===== src/rtl/fetch_ctrl_if.sv =====
// Bundle between the fetch sequencer, the IF/ID pipeline and the instruction memory.
// master = fetch_ctrl side, slave = pipeline/memory side.
interface fetch_ctrl_if;
  logic [31:0] PCF;
  logic        PCSrcD;
  logic        StallD;
  logic        MemReq;
  logic [31:0] MemAddr;
  logic        MemAck;
  logic        MemRValid;
  logic [31:0] MemRData;
  logic        StallF;
  logic [31:0] InstrF;
  logic        InstrValidF;
  logic        FetchErr;

  modport master (
    input  PCF, PCSrcD, StallD, MemAck, MemRValid, MemRData,
    output MemReq, MemAddr, StallF, InstrF, InstrValidF, FetchErr
  );

  modport slave (
    output PCF, PCSrcD, StallD, MemAck, MemRValid, MemRData,
    input  MemReq, MemAddr, StallF, InstrF, InstrValidF, FetchErr
  );
endinterface


===== src/rtl/fetch_ctrl.sv =====
// Single-outstanding fetch sequencer: holds the IF PC until the instruction for PCF returns,
// drops responses made stale by a Decode redirect, and latches a sticky memory timeout.
module fetch_ctrl #(
  parameter int          TIMEOUT = 64,
  parameter logic [31:0] NOP     = 32'h00000000
) (
  input  logic          clk,
  input  logic          reset,
  fetch_ctrl_if.master  bus
);

  localparam int CW = $clog2(TIMEOUT + 1);

  localparam logic [2:0] IDLE  = 3'd0;
  localparam logic [2:0] REQ   = 3'd1;
  localparam logic [2:0] WAIT  = 3'd2;
  localparam logic [2:0] DONE  = 3'd3;
  localparam logic [2:0] FLUSH = 3'd4;
  localparam logic [2:0] ERR   = 3'd5;

  logic [2:0]    state;
  logic          kill;
  logic [CW-1:0] count;
  logic [CW-1:0] count_nxt;
  logic [31:0]   addr_q;
  logic          addr_load;
  logic [31:0]   pc_word;
  logic          kill_now;

  assign pc_word   = bus.PCF & 32'hFFFF_FFFC;
  assign kill_now  = kill | bus.PCSrcD;
  assign count_nxt = count + CW'(1);

  // After DONE/FLUSH the PC only settles on the edge that enters REQ, so the first REQ
  // cycle forwards PCF directly and captures it; later REQ cycles replay the capture.
  assign bus.MemReq  = (state == REQ);
  assign bus.MemAddr = (state == REQ && addr_load) ? pc_word : addr_q;

  always_comb begin
    bus.StallF = 1'b1;
    case (state)
      DONE:    bus.StallF = bus.StallD;
      FLUSH:   bus.StallF = 1'b0;
      default: bus.StallF = 1'b1;
    endcase
    if (reset) bus.StallF = 1'b1;
  end

  always_ff @(posedge clk or posedge reset) begin
    if (reset) begin
      state           <= IDLE;
      kill            <= 1'b0;
      count           <= '0;
      addr_q          <= '0;
      addr_load       <= 1'b0;
      bus.InstrF      <= NOP;
      bus.InstrValidF <= 1'b0;
      bus.FetchErr    <= 1'b0;
    end else begin
      case (state)
        IDLE: begin
          addr_q <= pc_word;
          state  <= REQ;
        end

        REQ: begin
          if (addr_load) begin
            addr_q    <= pc_word;
            addr_load <= 1'b0;
          end
          if (bus.PCSrcD) kill <= 1'b1;
          if (bus.MemAck) begin
            count <= '0;
            state <= WAIT;
          end
        end

        WAIT: begin
          if (bus.MemRValid) begin
            // A redirect coinciding with the response still makes that response stale.
            if (kill_now) begin
              kill  <= 1'b0;
              state <= FLUSH;
            end else begin
              bus.InstrF      <= bus.MemRData;
              bus.InstrValidF <= 1'b1;
              state           <= DONE;
            end
          end else begin
            if (bus.PCSrcD) kill <= 1'b1;
            count <= count_nxt;
            if (count_nxt == CW'(TIMEOUT)) begin
              bus.FetchErr <= 1'b1;
              state        <= ERR;
            end
          end
        end

        DONE: begin
          if (!bus.StallD) begin
            bus.InstrF      <= NOP;
            bus.InstrValidF <= 1'b0;
            addr_load       <= 1'b1;
            state           <= REQ;
          end
        end

        FLUSH: begin
          addr_load <= 1'b1;
          state     <= REQ;
        end

        ERR: begin
          state <= ERR;
        end

        default: begin
          state <= IDLE;
        end
      endcase
    end
  end

endmodule

===== src/flat_wrapper.sv =====
// flat-port wrapper written by rule: the top's interface ports become plain ports
module fetch_ctrl_flat 
#(
  parameter int          TIMEOUT = 64,
  parameter logic [31:0] NOP     = 32'h00000000
)
  (clk, reset, bus_PCF, bus_PCSrcD, bus_StallD, bus_MemAck, bus_MemRValid, bus_MemRData, bus_MemReq, bus_MemAddr, bus_StallF, bus_InstrF, bus_InstrValidF, bus_FetchErr);
  fetch_ctrl_if bus_i ();
  input  logic clk;
  input  logic reset;
  input wire logic [$bits(bus_i.PCF)-1:0] bus_PCF;
  input wire logic [$bits(bus_i.PCSrcD)-1:0] bus_PCSrcD;
  input wire logic [$bits(bus_i.StallD)-1:0] bus_StallD;
  input wire logic [$bits(bus_i.MemAck)-1:0] bus_MemAck;
  input wire logic [$bits(bus_i.MemRValid)-1:0] bus_MemRValid;
  input wire logic [$bits(bus_i.MemRData)-1:0] bus_MemRData;
  output wire logic [$bits(bus_i.MemReq)-1:0] bus_MemReq;
  output wire logic [$bits(bus_i.MemAddr)-1:0] bus_MemAddr;
  output wire logic [$bits(bus_i.StallF)-1:0] bus_StallF;
  output wire logic [$bits(bus_i.InstrF)-1:0] bus_InstrF;
  output wire logic [$bits(bus_i.InstrValidF)-1:0] bus_InstrValidF;
  output wire logic [$bits(bus_i.FetchErr)-1:0] bus_FetchErr;
  assign bus_i.PCF = bus_PCF;
  assign bus_i.PCSrcD = bus_PCSrcD;
  assign bus_i.StallD = bus_StallD;
  assign bus_i.MemAck = bus_MemAck;
  assign bus_i.MemRValid = bus_MemRValid;
  assign bus_i.MemRData = bus_MemRData;
  assign bus_MemReq = bus_i.MemReq;
  assign bus_MemAddr = bus_i.MemAddr;
  assign bus_StallF = bus_i.StallF;
  assign bus_InstrF = bus_i.InstrF;
  assign bus_InstrValidF = bus_i.InstrValidF;
  assign bus_FetchErr = bus_i.FetchErr;
  fetch_ctrl #(.TIMEOUT(TIMEOUT), .NOP(NOP)) u_core (.clk(clk), .reset(reset), .bus(bus_i));
endmodule

===== config.mk =====
export PLATFORM = sky130hd
export DESIGN_NAME = fetch_ctrl_flat
export DESIGN_NICKNAME = d
export VERILOG_FILES = /design/src/rtl/fetch_ctrl_if.sv /design/src/rtl/fetch_ctrl.sv /design/src/flat_wrapper.sv
export SDC_FILE = /design/constraint.sdc
export NUM_CORES = 1
export LEC_CHECK = 0
export CAP_MARGIN = 15
export CORE_MARGIN = 10
export CORE_UTILIZATION = 47
export DETAILED_ROUTE_END_ITERATION = 8
export PLACE_DENSITY = 0.93
export SLEW_MARGIN = 20
export SYNTH_ARGS = -nofsm -noshare
export SYNTH_HDL_FRONTEND = slang
export SYNTH_SLANG_ARGS = --single-unit

===== constraint.sdc =====
create_clock -name clk -period 6.15 [get_ports clk]
set_clock_uncertainty 0.2 [all_clocks]
set_input_delay 1.23 -clock clk [delete_from_list [all_inputs] [get_ports clk]]
set_output_delay 1.23 -clock clk [all_outputs]
set_load 0.01 [all_outputs]

==> results.md <==
Run status:
- The flow ran to the end, and the final reports show no timing, DRC or antenna violations.

Worst setup path:
- At the worst endpoint, the required time is 4720 ps.
- The buffers plus inverters on the worst setup path is 2.
- The stage delay of the slowest cell on the critical path is 540 ps.
- The worst setup path is captured at an output port.
- The kind of start point of the critical path is a primary input.
- The critical path in this run is classified as in -> out.
- Broken down by cell family, the worst path's largest delay share belongs to buffers and inverters.
- For the worst setup path, the data arrival time is 2720 ps.
- The most common cell type on the critical path is sky130_fd_sc_hd__clkdlybuf4s50_1.
- Along the worst path, the maximum fanout reaches 3.
- The critical path goes through clkdlybuf4s50_1, nor2_1, a22oi_1, or2_1, clkdlybuf4s50_1.
- The cell with the largest stage delay on the worst path is sky130_fd_sc_hd__clkdlybuf4s50_1.

Clock network:
- The TritonCTS clock tree is done.
- Buffers inserted to repair hold after CTS numbered 0.
- The clock reaches the later pin of the worst-skew pair after 340 ps.
- The number of gates resized after CTS was 0.
- The clock-pin slew of the registers on the worst-case setup and hold paths is 70 ps.
- The number of buffers inserted to repair setup after CTS is 0.
- Clock tree synthesis selected as its root buffer the cell sky130_fd_sc_hd__clkbuf_8.
- Counting every sink on the clock net gives 76.
- The longest clock path from root to sink contains 2 buffers.
- Buffers inserted during clock tree synthesis total 9.
- The clock tree synthesis step divided the H-tree into 3 levels.

Yosys:
- The synthesized-area fraction occupied by xor and xnor cells is 0.249%.
- Of the total synthesized cell area, the portion taken by full adders, half adders and majority gates is 0.356%.
- In this run, synthesis produced a sequential element count of 76.
- Summing the areas of all compound-gate instances in the mapped netlist gives 14.5% of the synthesized area.
- After synthesis, the netlist uses 48 different library cells.
- The cell count after synthesis is 265.
- The dominant register cell in the synthesized netlist is sky130_fd_sc_hd__dfrtp_1.
- The post-synthesis async set-or-reset flop share is 100%.
- The sequential element share of the synthesized area is 54.2%.
- A synthesized cell averages 13.3 um^2.
- Summing the areas of all and, or, nand and nor instances in the mapped netlist gives 6.88% of the synthesized area.
- The dominant combinational cell family by area after synthesis is multiplexers.
- The multiplexer fraction of the synthesized cell area is 19.5%.
- In this run the cell area of the synthesized design comes to 3510 um^2.
- Yosys printed 0 warnings.
- The count of flip-flops with a built-in enable after synthesis is 0.

Detailed routing:
- The DRC marker count from the first detailed-route iteration is 143.
- The via density per instance is 5.27.
- The number of vias after detailed routing is 2646.
- The length of the first detailed-routing pass in iterations is 4.
- The routed length per instance is 18.6 um.
- The number of DRC violations after detailed routing is 0.
- The post-detailed-route count of antenna-violating nets is 0.
- The total length of routed wires is 9350 um.

Global route:
- For this run, the total global-route usage over all layers was measured as 16.6%.
- The initial antenna violation count is 0.
- The total overflow left after global routing is 0.
- Entering global routing, the biggest net connects 50 pins.
- The number of global-route vias before repair came to 2940.
- The global-route wire length before repair is 15400 um.

STA:
- The achievable frequency is 241 MHz.
- Final hold analysis gives a worst-case slack of 264 ps.
- The worst path uses 67.5% of the clock period.
- The worst slew margin relative to its limit is 51.0%.
- The minimum period implied by the final worst setup slack is 4150 ps.
- The count of pins over their slew limit was 0.
- At the pin with the least slew margin, the transition time is 717 ps.
- The final setup violation count is 0.
- The total negative slack is 0 ps.
- Setup slack closes at 2000 ps.
- Setup repair after global routing left no endpoint under its margin.
- The number of hold violations in the final report is 0.

Placed design:
- Before CTS, the worst setup slack after placement is 2000 ps.
- The final HPWL from detailed placement is 7100 um.
- The count of buffers from port buffering is 133.
- Routability-driven placement finished with a final weighted congestion of 0.848.

Cells and area:
- Compared with the post-synthesis result, the final layout area differs by 45.2%.
- The area of all sequential standard cells is 1900 um^2.
- Summing all multi-input logic gate instances after layout gives 1480 um^2.
- Measured on the finished design, the core utilization comes to 70.3%.
- The filler cells instantiated in the layout total 508.
- Cells with a size suffix above 1 make up 8.19% of the layout.
- The number of nets at the end of the flow is 469.
- The antenna diode count is 0.

Power and ir drop:
- Dividing total power by cell area gives a power density of 463 nW/um^2.
- The leakage power figure is 0.00215 uW.
- The design draws 2360 uW.
- VDD sags by at most 0.292 mV.

Run:
- Across the run, the number of max-cap violations was 0.

Hold path:
- The tightest min-delay check is of the reg -> reg type.

Floorplan:
- The standard cell core area is 7250 um^2.
- The effective utilization at floorplan is 48.4%.
- The site row count is 31.
- The overall die area is 11300 um^2.
- From bottom edge to top edge, the die measures 106 um.
- The width of the die is 106 um.
- During I/O placement, the number of pins put on the boundary was 138.
[metal layers]
metal	vias to the layer above	GRT usage [%]	wire length, um	part of all wire (%)
met5	-	0	0	0
met4	0	3.68	91	0.97
met3	9	7.73	814	8.7
met2	102	27.7	4550	49
met1	1285	19.1	3900	42
li1	1250	-	-	-
[power breakdown]
| part | internal [uW] | switching [uW] | total [uW] |
|---|---|---|---|
| Sequential | 690 | 133 | 823 |
| Clock | 194 | 201 | 394 |
| Combinational | 663 | 482 | 1150 |
| Total | 1550 | 817 | 2360 |
[state kept, by name, indices dropped and copies added, names as in the netlist]
signal	cells
u_core.addr_load	1
u_core.addr_q	30
u_core.bus.InstrValidF	1
u_core.count	7
u_core.kill	1
u_core.bus.InstrF	32
u_core.state	3
u_core.bus.FetchErr	1
[final cells by class]
class | count | area share (%)
clock buffer | 9 | 2.43
multi-input combinational | 168 | 29.0
inverter | 5 | 0.368
sequential | 76 | 37.3
tap | 99 | 2.43
timing repair buffer | 138 | 26.8
clock inverter | 7 | 1.62
[stage by stage]
step / area (um^2) / cells
CTS: 5100 / 502
finish: 5100 / 502
detailed placement: 4890 / 486
global placement: 4890 / 486
floorplan: 3520 / 266
global route: 5100 / 502
[worst paths after layout]
kind,start,to,slack (ps),depth (start not counted)
worst max-delay path,bus_StallD,bus_StallF,2000,5
worst min-delay path,u_core.bus.FetchErr,u_core.bus.FetchErr,260,1
worst max register to register,u_core.state[1],u_core.bus.InstrF[26],4140,4
worst min register to register,u_core.bus.FetchErr,u_core.bus.FetchErr,260,1
max in group asynchronous,reset,u_core.addr_q[6],3630,3
min in group asynchronous,reset,u_core.bus.InstrF[5],1080,2
[cell usage after synthesis (3+ instances only)]
library cell / n / area share (%)
sky130_fd_sc_hd__dfrtp_1: 76 / 54
sky130_fd_sc_hd__a22o_1: 33 / 8.2
sky130_fd_sc_hd__nor2_1: 8 / 0.86
sky130_fd_sc_hd__inv_1: 3 / 0.32
sky130_fd_sc_hd__buf_4: 8 / 1.7
sky130_fd_sc_hd__buf_2: 4 / 0.57
sky130_fd_sc_hd__o21ai_0: 4 / 0.57
sky130_fd_sc_hd__buf_6: 4 / 1.3
sky130_fd_sc_hd__a211o_1: 3 / 0.75
sky130_fd_sc_hd__o21ai_1: 5 / 0.71
sky130_fd_sc_hd__mux2_1: 60 / 19
sky130_fd_sc_hd__a31oi_1: 4 / 0.71
sky130_fd_sc_hd__nand2_1: 11 / 1.2
[cells in the final DEF, fill, tap and decap left out, types with 2 or more instances in the layout]
| master | instances |
|---|---|
| sky130_fd_sc_hd__a211o_1 | 3 |
| sky130_fd_sc_hd__a22o_1 | 33 |
| sky130_fd_sc_hd__a31oi_1 | 4 |
| sky130_fd_sc_hd__and3_1 | 2 |
| sky130_fd_sc_hd__buf_4 | 5 |
| sky130_fd_sc_hd__clkbuf_8 | 9 |
| sky130_fd_sc_hd__clkdlybuf4s50_1 | 133 |
| sky130_fd_sc_hd__clkinvlp_4 | 2 |
| sky130_fd_sc_hd__conb_1 | 2 |
| sky130_fd_sc_hd__dfrtp_1 | 76 |
| sky130_fd_sc_hd__inv_1 | 2 |
| sky130_fd_sc_hd__inv_2 | 3 |
| sky130_fd_sc_hd__inv_6 | 2 |
| sky130_fd_sc_hd__mux2_1 | 60 |
| sky130_fd_sc_hd__nand2_1 | 11 |
| sky130_fd_sc_hd__nand3_1 | 2 |
| sky130_fd_sc_hd__nor2_1 | 8 |
| sky130_fd_sc_hd__nor3b_1 | 2 |
| sky130_fd_sc_hd__o21ai_0 | 4 |
| sky130_fd_sc_hd__o21ai_1 | 5 |
| sky130_fd_sc_hd__o21ai_2 | 2 |
| sky130_fd_sc_hd__o31ai_1 | 2 |
| sky130_fd_sc_hd__or2_1 | 2 |
[cells by family after synthesis]
group / after synthesis
adder cells (fa/ha/maj): 1
AO/OA/AOI/OAI: 64
buffers and inverters: 22
other: 1
multiplexers: 61
AND/OR/NAND/NOR: 39
XOR/XNOR: 1
flip-flops: 76
No activity file was read; power rests on OpenSTA's default activity.
